[src/rtl/klotski_move_sequencer.sv]
// ============================================================================
// Module  : klotski_move_sequencer
// Purpose : Turns board-cell move commands into sequential X/Y stepper runs
//           with electromagnet settle, done/error reporting and timeout.
// Revision: 1.0 - initial release
// ============================================================================
`default_nettype none

module klotski_move_sequencer #(
  parameter int CELL_STEPS     = 800,
  parameter int SETTLE_CYCLES  = 2500000,
  parameter int TIMEOUT_CYCLES = 50000000
) (
  input  logic        i_Clk,
  input  logic        i_rst_n,
  input  logic        i_cmd_valid,
  output logic        o_cmd_ready,
  input  logic [1:0]  i_cmd_col,
  input  logic [2:0]  i_cmd_row,
  input  logic        i_cmd_magnet,
  output logic        o_motor_start,
  output logic        o_motor_axis,
  output logic [14:0] o_motor_steps,
  output logic        o_motor_dir,
  input  logic        i_motor_done,
  output logic        o_magnet,
  output logic [1:0]  o_cur_col,
  output logic [2:0]  o_cur_row,
  output logic        o_busy,
  output logic        o_done,
  output logic        o_err
);

  typedef enum logic [3:0] {
    S_IDLE    = 4'd0,
    S_CHECK   = 4'd1,
    S_SETTLE  = 4'd2,
    S_START_X = 4'd3,
    S_WAIT_X  = 4'd4,
    S_START_Y = 4'd5,
    S_WAIT_Y  = 4'd6,
    S_FIN     = 4'd7
  } state_t;

  localparam logic [14:0] c_cell_steps   = 15'(CELL_STEPS);
  localparam logic [31:0] c_settle_last  = 32'(SETTLE_CYCLES - 1);
  localparam logic [31:0] c_timeout_last = 32'(TIMEOUT_CYCLES - 1);

  state_t      r_state, w_state_nxt;
  logic [31:0] r_cnt;
  logic        r_done_d;
  logic [1:0]  r_tgt_col;
  logic [2:0]  r_tgt_row;
  logic        r_tgt_mag;
  logic [14:0] r_steps_x, r_steps_y;
  logic        r_dir_x, r_dir_y;
  logic        r_start, r_done, r_err, r_magnet, r_axis, r_dir;
  logic [14:0] r_steps;
  logic [1:0]  r_cur_col;
  logic [2:0]  r_cur_row;

  logic        w_accept, w_done_rise;
  logic [3:0]  w_dx, w_dy, w_abs_x, w_abs_y;
  logic        w_cnt_clr, w_start_nxt, w_done_nxt, w_err_nxt, w_mag_nxt;
  logic        w_check_load, w_load_x, w_load_y, w_upd_col, w_upd_row;

  assign w_accept    = i_cmd_valid && (r_state == S_IDLE);
  assign w_done_rise = i_motor_done && !r_done_d;

  // Deltas in 4-bit two's complement; magnitude is at most 4 cells.
  assign w_dx    = {2'b00, r_tgt_col} - {2'b00, r_cur_col};
  assign w_dy    = {1'b0, r_tgt_row} - {1'b0, r_cur_row};
  assign w_abs_x = w_dx[3] ? (4'd0 - w_dx) : w_dx;
  assign w_abs_y = w_dy[3] ? (4'd0 - w_dy) : w_dy;

  always_ff @(posedge i_Clk) begin
    if (!i_rst_n) r_state <= S_IDLE;
    else          r_state <= w_state_nxt;
  end

  always_comb begin
    w_state_nxt  = r_state;
    w_cnt_clr    = 1'b0;
    w_start_nxt  = 1'b0;
    w_done_nxt   = 1'b0;
    w_err_nxt    = 1'b0;
    w_mag_nxt    = r_magnet;
    w_check_load = 1'b0;
    w_load_x     = 1'b0;
    w_load_y     = 1'b0;
    w_upd_col    = 1'b0;
    w_upd_row    = 1'b0;
    case (r_state)
      S_IDLE: if (w_accept) w_state_nxt = S_CHECK;
      S_CHECK: begin
        if (r_tgt_row > 3'd4) begin
          w_err_nxt   = 1'b1;
          w_state_nxt = S_IDLE;
        end else begin
          w_check_load = 1'b1;
          if (r_tgt_mag != r_magnet) begin
            w_mag_nxt   = r_tgt_mag;
            w_cnt_clr   = 1'b1;
            w_state_nxt = S_SETTLE;
          end else begin
            w_state_nxt = S_START_X;
          end
        end
      end
      S_SETTLE: if (r_cnt == c_settle_last) w_state_nxt = S_START_X;
      S_START_X: begin
        if (r_steps_x == 15'd0) begin
          w_state_nxt = S_START_Y;
        end else begin
          w_start_nxt = 1'b1;
          w_load_x    = 1'b1;
          w_cnt_clr   = 1'b1;
          w_state_nxt = S_WAIT_X;
        end
      end
      S_WAIT_X: begin
        if (w_done_rise) begin
          w_upd_col   = 1'b1;
          w_state_nxt = S_START_Y;
        end else if (r_cnt == c_timeout_last) begin
          w_err_nxt   = 1'b1;
          w_mag_nxt   = 1'b0;
          w_state_nxt = S_IDLE;
        end
      end
      S_START_Y: begin
        if (r_steps_y == 15'd0) begin
          w_state_nxt = S_FIN;
        end else begin
          w_start_nxt = 1'b1;
          w_load_y    = 1'b1;
          w_cnt_clr   = 1'b1;
          w_state_nxt = S_WAIT_Y;
        end
      end
      S_WAIT_Y: begin
        if (w_done_rise) begin
          w_upd_row   = 1'b1;
          w_state_nxt = S_FIN;
        end else if (r_cnt == c_timeout_last) begin
          w_err_nxt   = 1'b1;
          w_mag_nxt   = 1'b0;
          w_state_nxt = S_IDLE;
        end
      end
      S_FIN: begin
        w_done_nxt  = 1'b1;
        w_state_nxt = S_IDLE;
      end
      default: w_state_nxt = S_IDLE;
    endcase
  end

  always_ff @(posedge i_Clk) begin
    if (!i_rst_n) begin
      r_cnt     <= 32'd0;
      r_done_d  <= 1'b0;
      r_tgt_col <= 2'd0;
      r_tgt_row <= 3'd0;
      r_tgt_mag <= 1'b0;
      r_steps_x <= 15'd0;
      r_steps_y <= 15'd0;
      r_dir_x   <= 1'b0;
      r_dir_y   <= 1'b0;
      r_start   <= 1'b0;
      r_done    <= 1'b0;
      r_err     <= 1'b0;
      r_magnet  <= 1'b0;
      r_axis    <= 1'b0;
      r_steps   <= 15'd0;
      r_dir     <= 1'b0;
      r_cur_col <= 2'd0;
      r_cur_row <= 3'd0;
    end else begin
      r_cnt    <= w_cnt_clr ? 32'd0 : r_cnt + 32'd1;
      r_done_d <= i_motor_done;
      r_start  <= w_start_nxt;
      r_done   <= w_done_nxt;
      r_err    <= w_err_nxt;
      r_magnet <= w_mag_nxt;
      if (w_accept) begin
        r_tgt_col <= i_cmd_col;
        r_tgt_row <= i_cmd_row;
        r_tgt_mag <= i_cmd_magnet;
      end
      if (w_check_load) begin
        r_steps_x <= 15'(w_abs_x) * c_cell_steps;
        r_steps_y <= 15'(w_abs_y) * c_cell_steps;
        r_dir_x   <= !w_dx[3] && (w_dx != 4'd0);
        r_dir_y   <= !w_dy[3] && (w_dy != 4'd0);
      end
      // Motor command fields only change when a new axis run is launched.
      if (w_load_x) begin
        r_axis  <= 1'b0;
        r_steps <= r_steps_x;
        r_dir   <= r_dir_x;
      end else if (w_load_y) begin
        r_axis  <= 1'b1;
        r_steps <= r_steps_y;
        r_dir   <= r_dir_y;
      end
      if (w_upd_col) r_cur_col <= r_tgt_col;
      if (w_upd_row) r_cur_row <= r_tgt_row;
    end
  end

  assign o_cmd_ready   = (r_state == S_IDLE);
  assign o_busy        = (r_state != S_IDLE);
  assign o_motor_start = r_start;
  assign o_motor_axis  = r_axis;
  assign o_motor_steps = r_steps;
  assign o_motor_dir   = r_dir;
  assign o_magnet      = r_magnet;
  assign o_cur_col     = r_cur_col;
  assign o_cur_row     = r_cur_row;
  assign o_done        = r_done;
  assign o_err         = r_err;

endmodule

`default_nettype wire
[config.mk]
export PLATFORM = sky130hd
export DESIGN_NAME = klotski_move_sequencer
export DESIGN_NICKNAME = d
export VERILOG_FILES = /design/src/rtl/klotski_move_sequencer.sv
export SDC_FILE = /design/constraint.sdc
export NUM_CORES = 1
export LEC_CHECK = 0
export CAP_MARGIN = 20
export CORE_MARGIN = 2
export CORE_UTILIZATION = 58
export DETAILED_ROUTE_END_ITERATION = 12
export MAX_ROUTING_LAYER = met4
export PLACE_DENSITY_LB_ADDON = 0.1
export REMOVE_ABC_BUFFERS = 1
export SLEW_MARGIN = 20
export SYNTH_ARGS = -nofsm -noshare
export SYNTH_HDL_FRONTEND = slang
export SYNTH_SLANG_ARGS = --single-unit
export TNS_END_PERCENT = 30
[constraint.sdc]
create_clock -name i_Clk -period 3.48 [get_ports i_Clk]
set_clock_uncertainty 0.1 [all_clocks]
set_input_delay 0.348 -clock i_Clk [delete_from_list [all_inputs] [get_ports i_Clk]]
set_output_delay 0.348 -clock i_Clk [all_outputs]
set_load 0.01 [all_outputs]
==> flow_summary.yaml <==
run_status:
  run_status: "completed"
run:
  maxCapViolCount: 0
synth:
  netlist_instances: 497
  synth_top_area_share: 0.385
  netlist_area_um2: 4270
  synth-main-ff-cell: "dfxtp_1"
  synth_edf_count: 0
  syn_area_per_cell_um2: 8.58
  synth_area_leaders: "dfxtp_1 (38%), ha_1 (7.0%), a21oi_1 (5.5%)"
  ys_types: 62
  yosysTopAreaCell: "dfxtp_1"
  async_flop_share: 0
  seq_area_frac_synth: 0.385
  ys_ff_latch: 82
  ys_warn_count: 0
timing:
  relSlewSlack: 0.588
  setup_viol: 0
  setup_ws_ns: 0.119
  worst_pin_slew_ns: 0.616
  finalCritPeriodShare: 0.966
  maxSlewViolCount: 0
  finalHoldViolCount: 0
  fmax_ghz: 0.298
  period_needed_ns: 3.36
global_routing:
  grt_start_max_net_pins: 37
  grt_antenna_before_repair: 0
  grt_pass1_wl_um: 16200
  grt_pass1_vias: 3493
  grt_overflow: 0
  track_usage: 0.247
cells_and_area:
  seqCellArea_um2: 1640
  multi_input_area_um2: 2400
  nNetsFinal: 562
  drive_gt1_frac: 0.0699
  fin_cells: 628
  nFillCells: 624
  diodes: 0
  area_delta_synth_final_pct: 14.4
  final_util: 0.680
floorplanning:
  placementRows: 31
  die-width_um: 89.8
  core-area_um2: 7180
  die_h_um: 89.8
  initial_core_util: 0.594
  die_area_um2: 8060
  io_pins: 38
critical_path:
  cp.required_ns: 3.66
  worst-r2r-setup-slack_ns: 0.12
  r2r_start: "r_tgt_row[0]$_SDFFE_PN0P_"
  critPathKind: "reg -> reg"
  critPathLaunchType: "flop"
  worst-r2r-cell-count: 14
  endpoint_kind: "flop"
  crit_arrival_ns: 3.54
  worstReg2RegEnd: "r_steps_y[13]$_SDFFE_PN0P_"
  worst-path-max-fanout: 4
drt:
  drt-total-wl_um: 9270
  drtIter0Drc: 237
  via_count: 3647
  ant_nets: 0
  wl_per_cell_um: 14.8
  dr.pass1.iters: 4
  vias_per_cell: 5.81
  drc: 0
cts:
  cts_sinks: 82
  cts_tree: "yes"
  root_buffer: "clkbuf_8"
  clkLatencyLatePin_ns: 0.35
  cts-buffers-inserted: 9
  postCtsHoldBufs: 0
  cts_max_level: 3
  cts_max_path_buffers: 2
  clkTransAtPathRegs_ns: 0.08
pwr:
  power_per_cell_area_nw_per_um2: 386
  vdd_drop_max_mv: 0.194
  total_power_mw: 1.89
  leakage_nw: 1.72
hold_path:
  hold_start: "r_dir_y$_SDFFE_PN0P_"
  whs_path_depth: 2
  hold_path.class: "reg -> reg"
  hold_end: "r_dir_y$_SDFFE_PN0P_"
place:
  dp_cells: 612
  port_buffers: 31
  pre_cts_ws_ns: 0.144
  hpwl_um: 6660
  place.gp.congestion: 0.832
==> per-stage QoR <==
stage          setup TNS, ns  hold WS (ns)  cell area (µm²)
2_1_floorplan              0         0.326             4130
3_3_place_gp               0         0.339             4640
3_5_place_dp               0         0.349             4640
4_1_cts                    0         0.361             4870
5_1_grt              -0.0398         0.379             4880
6_report                   0         0.357             4880
==> cells in the mapped netlist, drive strengths merged, types with 2 or more instances <==
cell type  instances
dfxtp             82
a21oi             47
nand2             42
nand3             32
nor2              31
inv               27
ha                24
or4               21
buf               17
clkbuf            16
o31ai             15
o21ai             14
xnor2             13
nand4             11
nor4              10
nor3               7
a211oi             6
a22oi              6
and2               6
and3               6
mux2i              6
nor2b              5
or3                5
xor2               5
fa                 4
nor4b              3
nor4bb             3
o31a               3
a31oi              2
and4               2
nand3b             2
o21a               2
or2                2
==> kinds of logic after synthesis <==
kind of cell,count (synthesis),share of synthesized area
multiplexers,7,0.0167
AO/OA/AOI/OAI,105,0.153
XOR/XNOR,18,0.0370
flip-flops,82,0.385
other,1,0.000879
buffers and inverters,61,0.0648
adder cells (fa/ha/maj),28,0.0892
AND/OR/NAND/NOR,195,0.254
==> sequential cells by signal (all words and copies together), names as in the netlist, 3 cells and up <==
name	count
r_cnt	32
o_cur_row	3
r_tgt_row	3
r_state	4
o_motor_steps	9
r_steps_x	8
r_steps_y	9
==> per-layer routing <==
layer  share of wire  global-route usage  wire, µm
met2            0.52               0.441      4810
met5               0                   -         0
met3           0.030              0.0293       277
met4           0.015              0.0872       138
met1            0.44               0.289      4040
==> final cells by class <==
cell class                      instances  area share
Multi-Input combinational cell        363       0.491
Sequential cell                        82       0.336
Tap cell                               99      0.0254
Clock inverter                          5      0.0174
Inverter                               28      0.0215
Timing Repair Buffer                   40      0.0774
Clock buffer                           11      0.0310
==> where the power goes <==
part | internal (mW) | switching (mW)
combinational | 0.0534 | 0.0754
clock | 0.447 | 0.346
sequential | 0.950 | 0.0140
==> layout by cell type (no fill, tap or decap), types with 15 or more instances in the layout <==
master and count:
nand2_1 42, nand3_1 31, inv_1 27, ha_1 24
or4_1 20, a21oi_1 47, dfxtp_1 82, clkdlybuf4s50_1 31
o31ai_1 15, nor2_1 30
==> critical path: stages (launching register included) <==
cell	delay, ns
dfxtp_1	0.34
inv_1	0.07
ha_1	0.15
inv_1	0.05
fa_1	0.49
inv_1	0.06
ha_1	0.22
nor4_2	0.38
nor2_2	0.08
ha_1	0.35
fa_1	0.48
a21oi_1	0.18
xnor2_1	0.13
nand2_1	0.07
a21oi_1	0.14
==> worst max-delay path by stage <==
stage,startpoint,end,slack (ns),cells after the start
after floorplan,o_cur_row[0]$_SDFFE_PN0P_,r_steps_y[13]$_SDFFE_PN0P_,0.22,13
after global placement,r_tgt_row[0]$_SDFFE_PN0P_,r_steps_y[13]$_SDFFE_PN0P_,0.27,14
after detailed placement,r_tgt_row[0]$_SDFFE_PN0P_,r_steps_y[13]$_SDFFE_PN0P_,0.14,14
after CTS,r_tgt_row[0]$_SDFFE_PN0P_,r_steps_y[13]$_SDFFE_PN0P_,0.12,14
after global routing,r_tgt_row[0]$_SDFFE_PN0P_,r_steps_y[13]$_SDFFE_PN0P_,-0.04,14
final,r_tgt_row[0]$_SDFFE_PN0P_,r_steps_y[13]$_SDFFE_PN0P_,0.12,14
==> timing repair <==
| item | 4_1_cts | 5_1_grt |
|---|---|---|
| hold endpoints to repair | 0 | 0 |
| buffers inserted | 0 | 0 |
| gates resized for setup | 0 | 2 |
| setup endpoints to repair | 0 | 1 |
Power figures use the tool's default switching activity.
